`config.mk`:
```
export PLATFORM = sky130hd
export DESIGN_NAME = serial_load_sequencer
export DESIGN_NICKNAME = d
export VERILOG_FILES = /design/src/rtl/serial_load_sequencer.sv
export SDC_FILE = /design/constraint.sdc
export NUM_CORES = 1
export LEC_CHECK = 0
export CELL_PAD_IN_SITES_DETAIL_PLACEMENT = 1
export CELL_PAD_IN_SITES_GLOBAL_PLACEMENT = 1
export CORE_ASPECT_RATIO = 1.1
export CORE_MARGIN = 5
export CORE_UTILIZATION = 37
export DETAILED_ROUTE_END_ITERATION = 8
export PLACE_DENSITY_LB_ADDON = 0.15
export SYNTH_ARGS = -nofsm -noshare
export SYNTH_HDL_FRONTEND = slang
export SYNTH_SLANG_ARGS = --single-unit
export TNS_END_PERCENT = 10
```
`constraint.sdc`:
```
create_clock -name clk -period 1.5 [get_ports clk]
set_input_delay 0.15 -clock clk [delete_from_list [all_inputs] [get_ports clk]]
set_output_delay 0.15 -clock clk [all_outputs]
set_load 0.02 [all_outputs]
```
`src/rtl/serial_load_sequencer.sv`:
```
`default_nettype none
// +--------------------------------------------------------------------------+
// | serial_load_sequencer: frames an MSB-first bit stream into an N-bit word  |
// | and strobes it into a downstream load/clear register. Rev 1.0             |
// +--------------------------------------------------------------------------+
module serial_load_sequencer #(
  parameter int N = 8
) (
  input  logic         clk,
  input  logic         clear,
  input  logic         start,
  input  logic         bit_in,
  input  logic         bit_valid,
  output logic [N-1:0] word_out,
  output logic         load,
  output logic         busy,
  output logic         frame_err
);

  localparam int CW = $clog2(N + 1);
  localparam logic [CW-1:0] LAST_IDX = CW'(N - 1);

  typedef enum logic [1:0] {
    IDLE  = 2'd0,
    SHIFT = 2'd1,
    EMIT  = 2'd2
  } state_t;

  state_t          state, state_nx;
  logic [N-1:0]    shift, shift_nx, word_nx, shifted;
  logic [CW-1:0]   count, count_nx;
  logic            err_nx;

  assign shifted = {shift[N-2:0], bit_in};

  // Outputs decode the registered state only, so inputs never reach them combinationally.
  assign busy = (state == SHIFT);
  assign load = (state == EMIT);

  always_comb begin
    state_nx = state;
    shift_nx = shift;
    count_nx = count;
    word_nx  = word_out;
    err_nx   = frame_err;
    case (state)
      IDLE: begin
        if (start) begin
          state_nx = SHIFT;
          shift_nx = '0;
          count_nx = '0;
        end
      end
      SHIFT: begin
        // A restart wins over a coincident bit; the bit is dropped.
        if (start) begin
          shift_nx = '0;
          count_nx = '0;
          if (count != '0) err_nx = 1'b1;
        end else if (bit_valid) begin
          shift_nx = shifted;
          count_nx = count + CW'(1);
          if (count == LAST_IDX) begin
            word_nx  = shifted;
            state_nx = EMIT;
          end
        end
      end
      EMIT: begin
        if (start) begin
          state_nx = SHIFT;
          shift_nx = '0;
          count_nx = '0;
        end else begin
          state_nx = IDLE;
        end
      end
      default: state_nx = IDLE;
    endcase
  end

  always_ff @(posedge clk) begin
    if (clear) begin
      state     <= IDLE;
      shift     <= '0;
      count     <= '0;
      word_out  <= '0;
      frame_err <= 1'b0;
    end else begin
      state     <= state_nx;
      shift     <= shift_nx;
      count     <= count_nx;
      word_out  <= word_nx;
      frame_err <= err_nx;
    end
  end

endmodule
`default_nettype wire

```
==> impl_metrics.csv, run 1 <==
group,metric,value,unit
clock_tree,cts_root_buffer,"clkbuf_4",
clock_tree,cts_buffers,3,
synthesis,synthCells,113,
floorplanning,die_h,63.38,um
final_layout,multi_input_area,460.4,um^2
clock_tree,cts_htree_levels,1,
synthesis,async_flop_share,0,%
pwr,ir_worst_vdd,0.4463,mV
final_layout,final_common_cell,"a21oi_1",
synthesis,synthesis.nets,120,
setup_path,critical_path_required,1.35,ns
flow_run,cap_violations,0,
routing,first_iter_violations,12,
clock_tree,cts_tree,"done",
place,placed_cells,159,
synthesis,synthAdderAreaFrac,2.611,%
routing,drt_pass1_iterations,4,
status,status,"finished clean",
sta,clock.fmax,703.9,MHz
routing,vias,888,
floorplanning,rows,19,
sta,finalSetupViolCount,0,
synthesis,synth_xor_area_share,0,%
synthesis,synth-seq-cells,22,
clock_tree,clockBufferDepth,2,
synthesis,synth_top_family_by_area,"compound AO/OA/AOI/OAI gates",
setup_path,worstPathArrival,1.27,ns
setup_path,crit_type,"flop to output port",
final_layout,num-fill-cells,298,
place,place_area,1176,um^2
clock_tree,cts.reportedPaths.clkPinSlew,0.13,ns
setup_path,slowest_stage,"clkdlybuf4s50_1",
synthesis,yosysWarnings,0,
setup_path,critPathBufInv,1,
synthesis,synth_edf_count,0,
routing,vias_per_cell,5.448,
sta,period_minus_slack,1.421,ns
final_layout,area_delta_synth_final,28.33,%
final_layout,drive_gt1_share,14.39,%
routing,drc,0,
synthesis,synth_seq_area_share,45.95,%
final_layout,fin_cells,163,
grt,grt_pass1_vias,855,
routing,wl_per_cell,14.91,um
grt,grt_max_degree,15,
final_layout,antenna_cells,0,
setup_path,cp_slowest_stage_delay,0.60,ns
sta,hold_violations,0,
setup_path,setup.worst_path.start,"word_out[7]",
min_path,hp-start,"bit_in",
setup_path,r2r_cells,4,
synthesis,synth_ff_type,"dfxtp_1",
floorplanning,die_x,58.53,um
clock_tree,clkLatencyLatePin,0.31,ns
pwr,p_leak,0.0004228,uW
final_layout,final_nets,140,
synthesis,ys_types,25,
synthesis,synth_area,958.4,um^2
clock_tree,numClockSinks,22,
sta,grt_setup_unrepaired,"false",
floorplanning,io_pins,16,
routing,ant_nets,0,
synthesis,synth-simple-area-share,21.80,%
pwr,power_density,932.6,nW/um^2
setup_path,cp_cell_sequence,"clkdlybuf4s50_1",
setup_path,crit_family,"buffers and inverters",
setup_path,crit_path_start_kind,"flop",
setup_path,cp_num_cells,1,
floorplanning,start_util,38.40,%
final_layout,fin_util,49.27,%
sta,finalCritPeriodShare,94.72,%
grt,antenna_found_initial,0,
synthesis,postSynthAreaPerCell,8.482,um^2
synthesis,muxShareOfSynthArea,0,%
place,place_hpwl,1786,um
place,place.gp.congestion,0.6913,
sta,worst_pin_slew,0.3601,ns
setup_path,cp-end-kind,"output port",
synthesis,synth-compound-area-share,23.63,%
grt,grt_pass1_wl,4043,um
floorplanning,fp.coreArea,2496,um^2
floorplanning,die_area,3709,um^2
final_layout,postLayoutCellArea,1230,um^2
min_path,hold_path_class,"primary input to flop",
sta,finalClockSkew,0.009370,ns
place,portBuffers,15,
setup_path,crit_fanout,2,
clock_tree,cts_hold_buf,0,
grt,grt.overflow.total,0,
routing,wl,2431,um
final_layout,seq_area,442.9,um^2
min_path,holdPathStages,3,
setup_path,timing.rr.start,"state[0]",
grt,grt.total_usage,13.93,%
sta,relSlewSlack,75.99,%
sta,report.final.slew_viol_count,0,
final_layout,final_cell_mix,"21 x a21oi_1, 20 x dfxtp_1, 17 x o21ai_0",
## report_power, final
group	switching (uW)	internal [uW]	total [uW]	leakage, uW
Sequential	5.43	590	595	0.000178
Combinational	51.3	41.9	93.2	0.000216
Clock	189	270	459	0.0000279
## final timing paths
check,to,slack (ns)
worst min register to register,word_out[0],0.48
worst max register to register,count[3],0.09
worst min-delay path,shift[0],0.44
worst max-delay path,word_out[7],0.08
## per-layer routing
| metal | routed length (um) | part of all wire, % | vias to the layer above | track usage (%) |
|---|---|---|---|---|
| met4 | 14 | 0.58 | 0 | 5.217 |
| met3 | 105 | 4.3 | 2 | 2.449 |
| met5 | 0 | 0 | - | 0 |
| li1 | - | - | 450 | - |
| met1 | 1148 | 47 | 421 | 19.11 |
| met2 | 1163 | 48 | 15 | 21.37 |
## Yosys cell counts (2+ instances only)
master    instances  area, um^2
nor2b_1           3       18.77
ha_1              2       25.02
a21o_1            2       15.01
dfxtp_1          22       440.4
inv_1             3       11.26
a21oi_1          21       105.1
or4_1             2       15.01
clkbuf_1          6       22.52
o31ai_1           2       15.01
o21ai_0          17       85.08
nand4_1           8       50.05
nor3_1            2       10.01
buf_1             2       7.510
nand3_1          10       50.05
## flip-flops by register name, indices dropped and copies added, names as in the netlist
name       cells
word_out       8
shift          7
count          4
state          2
frame_err      1
## layout make-up
type	count	share of cell area (%)
multi-input combinational	78	37.44
clock buffer	3	1.831
sequential	22	36.01
clock inverter	1	2.442
timing repair buffer	25	18.21
tap	31	3.154
inverter	3	0.9156
## metrics by stage
step	TNS (ns)	total power [uW]	hold WS, ns	setup slack (ns)
finish	0	1147	0.4410	0.07925
global route	0	1209	0.4358	0.006651
floorplan	0	658.0	0.2977	0.2458
global placement	-0.05239	699.9	0.4586	-0.02265
CTS	0	1163	0.4328	0.02177
detailed placement	-0.6032	701.5	0.4711	-0.09141
## timing repair
item                       CTS  global route
resized for setup            3             2
buffers inserted             0             0
setup endpoints to repair    2             2
## kinds of logic after synthesis
group / after synthesis
and+or+nand+nor: 33
buffers and inverters: 13
DFF: 22
AOI/OAI and AO/OA: 43
adders and majority gates: 2
Power figures use the tool's default switching activity.
==> inputs of run 2 (changes only) <==
Settings changed: REMOVE_ABC_BUFFERS set to 1.
==> run 2 against run 1 <==
Compared with the run above:
- global-route usage grew 1.5 points
- clock-buffer cell count is the same
- die area is the same
- non-clock buffer count is the same
- fmax shrank 0.51%
- worst hold slack gained 0.020 ns
- clock power grew 3%
- sequential share of layout area shrank 0.25 points
- setup slack lost 0.0073 ns
- clock skew grew 0.0034 ns
- routed wire length grew 7.5%
- largest power group unchanged
==> impl_metrics.csv, run 2 (synthesis gave the netlist of run 1 again) <==
group,metric,value,unit
status,status,"finished clean",
sta,finalClockSkew,0.01273,ns
floorplanning,die_area,3709,um^2
floorplanning,rows,19,
sta,fin_setup_tns,0,ns
place,place.gp.congestion,0.7396,
final_layout,final_nets,140,
clock_tree,cts_root_buffer,"clkbuf_4",
flow_run,cap_violations,0,
sta,report.final.slew_viol_count,0,
routing,wl_per_cell,16.03,um
setup_path,crit_fanout,2,
setup_path,crit_family,"buffers and inverters",
clock_tree,numClockSinks,22,
pwr,power_density,940.0,nW/um^2
setup_path,worstPathArrival,1.28,ns
routing,first_iter_violations,29,
clock_tree,cts_htree_levels,1,
clock_tree,cts_buffers,3,
final_layout,top_register,"word_out",
place,dp_slack,-0.1243,ns
final_layout,largest_reg_flops,8,
pwr,p_leak,0.0004800,uW
clock_tree,cts_resized,2,
floorplanning,die_h,63.38,um
setup_path,cp-end-kind,"output port",
place,placed_cells,159,
routing,vias_per_cell,5.693,
routing,vias,928,
grt,grt.overflow.total,0,
sta,relSlewSlack,64.04,%
routing,wl_met2,1322,um
final_layout,final_cell_mix,"21 x a21oi_1, 21 x dfxtp_1, 17 x o21ai_0",
place,portBuffers,15,
final_layout,fin_cells,163,
sta,grt_setup_unrepaired,"false",
sta,period_minus_slack,1.428,ns
setup_path,critPathBufInv,1,
routing,drt-met1-wl,1176,um
clock_tree,clockBufferDepth,2,
routing,routed.top_layer,"met4",
grt,antenna_found_initial,0,
sta,finalCritPeriodShare,95.20,%
setup_path,crit_type,"flop to output port",
floorplanning,start_util,38.40,%
floorplanning,fp.coreArea,2496,um^2
setup_path,cp_slowest_stage_delay,0.60,ns
clock_tree,cts_hold_buf,0,
clock_tree,cts_tree,"done",
sta,worst_slack,0.07193,ns
routing,drt_pass1_iterations,6,
pwr,ir_worst_vdd,0.4324,mV
grt,grt_pass1_vias,961,
sta,hold_violations,0,
setup_path,slowest_stage,"clkdlybuf4s50_1",
routing,drc,0,
setup_path,crit_path_start_kind,"flop",
setup_path,cp_cell_sequence,"clkdlybuf4s50_1",
clock_tree,postCtsSetupBuffers,0,
final_layout,area_delta_synth_final,28.85,%
grt,grt_pass1_wl,4505,um
routing,wl,2613,um
sta,clock.fmax,700.2,MHz
sta,finalSetupViolCount,0,
final_layout,antenna_cells,0,
final_layout,biggestRegsByFlops,"word_out (8), shift (7), count (4)",
floorplanning,io_pins,16,
sta,worst_pin_slew,0.5394,ns
grt,grt.total_usage,15.45,%
setup_path,critical_path_required,1.35,ns
place,place_hpwl,1893,um
routing,wl_met3,85,um
final_layout,drive_gt1_share,13.64,%
routing,ant_nets,0,
min_path,hold_path_class,"primary input to flop",
clock_tree,clkLatencyLatePin,0.32,ns
clock_tree,cts.reportedPaths.clkPinSlew,0.14,ns
grt,grt_max_degree,15,
floorplanning,die_x,58.53,um
run 2: power breakdown:
group	switching, uW	total [uW]	internal (uW)
clock	202	472	270
combinational	53.7	94.9	41.2
sequential	4.72	594	589
run 2: layout make-up:
class / instances / area (um^2)
inverter: 3 / 11.26
tap: 31 / 38.79
timing repair buffer: 25 / 230.2
fill: 306 / 1261
clock buffer: 3 / 22.52
multi-input combinational: 78 / 460.4
clock inverter: 1 / 30.03
sequential: 22 / 441.7
run 2: routing by layer:
layer	global-route usage [%]	vias to the layer above
met5	0	-
met1	19.23	452
met3	2.449	4
met4	6.087	0
met2	25.98	16
li1	-	456
run 2: final timing paths:
path	slack, ns	to	depth (start not counted)	startpoint
max	0.07	word_out[6]	1	word_out[6]
min reg2reg	0.49	word_out[0]	2	word_out[0]
min	0.46	shift[0]	3	bit_in
max reg2reg	0.08	count[3]	4	state[0]
run 2: stage by stage:
step | total power, uW | area (um^2) | utilization (%) | hold slack, ns
2_1_floorplan | 641.0 | 912.1 | - | 0.2191
3_3_place_gp | 697.8 | 1176 | 47.12 | 0.4544
3_5_place_dp | 701.6 | 1176 | 47.12 | 0.4753
4_1_cts | 1168 | 1226 | 49.12 | 0.4540
5_1_grt | 1201 | 1235 | 49.47 | 0.4486
6_report | 1161 | 1235 | 49.47 | 0.4615
==> variant 1: new RTL, flow settings as in run 1 <==
Compare `count` against `LAST_IDX` with >= in place of ==.
--- a/src/rtl/serial_load_sequencer.sv
+++ b/src/rtl/serial_load_sequencer.sv
@@ -60,7 +60,7 @@
         end else if (bit_valid) begin
           shift_nx = shifted;
           count_nx = count + CW'(1);
-          if (count == LAST_IDX) begin
+          if (count >= LAST_IDX) begin
             word_nx  = shifted;
             state_nx = EMIT;
           end
Formal check against the unedited RTL: same outputs for any inputs over 10 cycles, from zero or initial values; that may be too few to reach the edited logic, so the function may still have changed.
==> variant 1 against run 1 <==
- routed wire length grew 3.1%
- design area shrank 1.0%
- combinational power grew 2%
- die area grew 1.1%
- sequential cell count is the same
- area after synthesis grew 1.3%
- non-clock buffer count shrank 1
- setup slack lost 0.017 ns
- total power shrank 9.1%
- largest cell class unchanged
==> variant 1: results (changes against run 1) <==
* Lkg Pwr at 0.0004405 uW (was 0.0004228 uW)
* Commonest cells post-synth: dfxtp_1 (22), a21oi_1 (14), o21ai_0 (13) (was dfxtp_1 (22), a21oi_1 (21), o21ai_0 (17))
* Met2 Wirelength at 1223 um (was 1163 um)
* Vias in the first global route at 937 (was 855)
* Register area share after synthesis at 45.36% (was 45.95%)
* Vias/cell at 5.594 (was 5.448)
* Multi-input combinational area share at 38.85% (was 37.44%)
* Post-synthesis cell type count at 31 (was 25)
* Iter 0 DRT Violations at 7 (was 12)
* Hold endpoint: word_out[0] (was shift[0])
* Grt met1 use at 17.30% (was 19.11%)
* NonClk Buf Share at 17.37% (was 18.21%)
* DRT Pass-1 Iters at 2 (was 4)
* Resized cells post-CTS at 4 (was 3)
* VDD IR max at 369.1 uV (was 446.3 uV)
* Post-Place Worst Slack at -0.06357 ns (was -0.09141 ns)
* Sw Share at 24.46% (was 21.42%)
* Multi-input comb cells at 75 (was 78)
* Met3 Usage GRT at 2.857% (was 2.449%)
* Filler instances at 317 (was 298)
* Global Route Usage Sum at 14.52% (was 13.93%)
* Synth area leaders: dfxtp_1 (45%), a21oi_1 (7.2%), o21ai_0 (6.7%) (was dfxtp_1 (46%), a21oi_1 (11%), o21ai_0 (8.9%))
* Post-Route M1 WL at 1156 um (was 1148 um)
* R2r startpoint: count[0] (was state[0])
* CLK BUF at 4 (was 3)
* Crit path DAT at 1.29 ns (was 1.27 ns)
* GP Congestion at 0.8517 (was 0.6913)
* Met3 WL at 82 um (was 105 um)
* Layout area overhead at 25.39% (was 28.33%)
* ClkCell Share at 2.980% (was 4.273%)
* Sequential cell area share at 36.38% (was 36.01%)
* First-pass GRT wire length at 4243 um (was 4043 um)
* R2R setup slack at 0.11 ns (was 0.09 ns)
* Worst Setup EP: frame_err (was word_out[7])
* Power Sequential at 606 uW (was 595 uW)
* Slew @ Worst Pin at 0.2972 ns (was 0.3601 ns)
* Non-clk bufs at 24 (was 25)
* Clock Skews at 0.01071 ns (was 0.009370 ns)
* Outcome: completed (unchanged)
* Routing usage on met2 at 24.86% (was 21.37%)
* Worst reg2reg path depth at 5 (was 4)
* R2R Path End: word_out[5] (was count[3])
* Non-clk invs at 4 (was 3)
* Placed cell areas at 1185 sq um (was 1176 sq um)
* Nets at 137 (was 140)
* Syn_nets at 116 (was 120)
* DP HPWL at 1915 um (was 1786 um)
* Clock power share at 32.8% (was 40.0%)
## variant 1: changes by cell type in the layout (fill, tap and decap cells not counted), sizes merged, moves of 2 or more
cell,before,now
nand4,8,5
a21oi,21,15
nor2,1,3
o21ai,17,13
nand3,10,12
o221a,0,4
clkbuf,3,5
## variant 1: stage by stage
step           hold WS, ns  util, %  power [uW]  cells
2_1_floorplan       0.2977        -       671.0    109
3_3_place_gp        0.4545    47.02       711.8    156
3_5_place_dp        0.4741    47.02       714.0    156
4_1_cts             0.4439    48.46        1053    160
5_1_grt             0.4555    48.31        1089    160
6_report            0.4406    48.31        1042    160
## variant 1: kinds of logic after synthesis
family	after synthesis	share of synthesized area (%)
AND/OR/NAND/NOR	33	20.62
AO/OA/AOI/OAI	39	24.61
XOR/XNOR	1	0.9022
adder cells (fa/ha/maj)	2	2.577
buffers and inverters	12	5.927
flip-flops	22	45.36
==> variant 2: new RTL, flow settings as in run 1 <==
Without the edit above. `N`: 8 -> 4.
--- a/src/rtl/serial_load_sequencer.sv
+++ b/src/rtl/serial_load_sequencer.sv
@@ -4,7 +4,7 @@
 // | and strobes it into a downstream load/clear register. Rev 1.0             |
 // +--------------------------------------------------------------------------+
 module serial_load_sequencer #(
-  parameter int N = 8
+  parameter int N = 4
 ) (
   input  logic         clk,
   input  logic         clear,
Interface: changed (resized word_out); port bits go from 16 to 12. No check against the original RTL was run, so the function may have changed too.
==> variant 2 against run 1 <==
- design area decreased by 39%
- sequential cell count decreased by 9
- total power decreased by 46%
- worst hold slack improved by 0.029 ns
- register-to-register slack improved by 0.19 ns
- setup slack improved by 0.049 ns
- routed wire length decreased by 48%
- area after synthesis decreased by 40%
- via count decreased by 46%
- global-route usage decreased by 1.3 points
- critical path type unchanged
==> variant 2: results (changes against run 1) <==
* Outcome: completed (unchanged)
* Vias in the first global route at 470 (was 855)
* Global Route Usage Sum at 12.61% (was 13.93%)
* Placed cell areas at 721.9 sq um (was 1176 sq um)
* Hold WC Path Type: reg2reg (was in2reg)
* GP Congestion at 0.6888 (was 0.6913)
* Clock Skews at 0.001645 ns (was 0.009370 ns)
* First-pass GRT wire length at 2125 um (was 4043 um)
* Clock transition at path regs at 0.08 ns (was 0.13 ns)
* Routing usage on met2 at 18.97% (was 21.37%)
* Met3 Usage GRT at 3.521% (was 2.449%)
* DRT Pass-1 Iters at 4 (unchanged)
* Crit path DAT at 1.22 ns (was 1.27 ns)
* Layout area overhead at 29.57% (was 28.33%)
* Synth area leaders: dfxtp_1 (45%), ha_1 (6.5%), nand2b_1 (6.5%) (was dfxtp_1 (46%), a21oi_1 (11%), o21ai_0 (8.9%))
* Regs by FF count: word_out (4), count (3), shift (3) (was word_out (8), shift (7), count (4))
* Filler instances at 183 (was 298)
* Lkg Pwr at 0.0002809 uW (was 0.0004228 uW)
* Met3 WL at 59 um (was 105 um)
* Worst skew pair latency at 0.27 ns (was 0.31 ns)
* Commonest cells post-synth: dfxtp_1 (13), a21oi_1 (7), nand2_1 (6), nand2b_1 (6), o21ai_0 (6) (was dfxtp_1 (22), a21oi_1 (21), o21ai_0 (17))
* VDD IR max at 575.0 uV (was 446.3 uV)
* Register area share after synthesis at 45.22% (was 45.95%)
* Post-synthesis cell type count at 20 (was 25)
* Nets at 90 (was 140)
* Post-Route M1 WL at 587 um (was 1148 um)
* Met2 Wirelength at 601 um (was 1163 um)
* Vias after detailed routing at 480 (was 888)
* Slew @ Worst Pin at 0.4171 ns (was 0.3601 ns)
* Number of I/O port buffers at 11 (was 15)
* Post-Place Worst Slack at 0.1245 ns (was -0.09141 ns)
* Layout cells sized above 1 at 11.11% (was 14.39%)
* Syn_nets at 72 (was 120)
* DP HPWL at 914.3 um (was 1786 um)
* Grt met1 use at 15.14% (was 19.11%)
-- variant 2: cell count changes after synthesis, moves of 5 or more --
cell,before,now
a21oi_1,21,7
clkbuf_1,6,1
dfxtp_1,22,13
nand2_1,1,6
nand2b_1,0,6
nand3_1,10,0
nand4_1,8,0
o21ai_0,17,6
-- variant 2: cells by family after synthesis --
kind of cell | after synthesis | share of synthesized area [%]
simple gates | 24 | 26.30
compound gates | 19 | 17.39
flops | 13 | 45.22
buf+inv | 5 | 4.564
fa+ha+maj | 3 | 6.522
-- variant 2: path summary, 6_finish.rpt --
check / from / to / slack (ns) / cells past startpoint
max: frame_err / frame_err / 0.13 / 1
min reg2reg: word_out[1] / word_out[1] / 0.47 / 2
min: word_out[1] / word_out[1] / 0.47 / 2
max reg2reg: count[0] / state[1] / 0.28 / 4
-- variant 2: through the flow --
stage | hold WS [ns] | instances
after CTS | 0.4610 | 98
after global placement | 0.4546 | 94
final | 0.4702 | 98
after floorplan | 0.2860 | 64
after global routing | 0.4734 | 98
after detailed placement | 0.4596 | 94
-- variant 2: final cells by class --
| type | count | share of cell area, % |
|---|---|---|
| multi-input cells | 46 | 38.76 |
| inverters | 3 | 1.510 |
| repair buffers | 15 | 18.46 |
| flip-flops and latches | 13 | 34.90 |
| clock buffers | 4 | 3.523 |
| well taps | 17 | 2.852 |
-- variant 2: repair_timing --
item | 4_1_cts | 5_1_grt
setup endpoints to repair | 2 | 0
gates resized for setup | 2 | 0
setup buffers | 0 | 0
-- variant 2: power breakdown --
group,internal (uW),switching (uW),total [uW]
sequential,348,3.78,352
combinational,26.6,23.9,50.5
clock,103,112,215
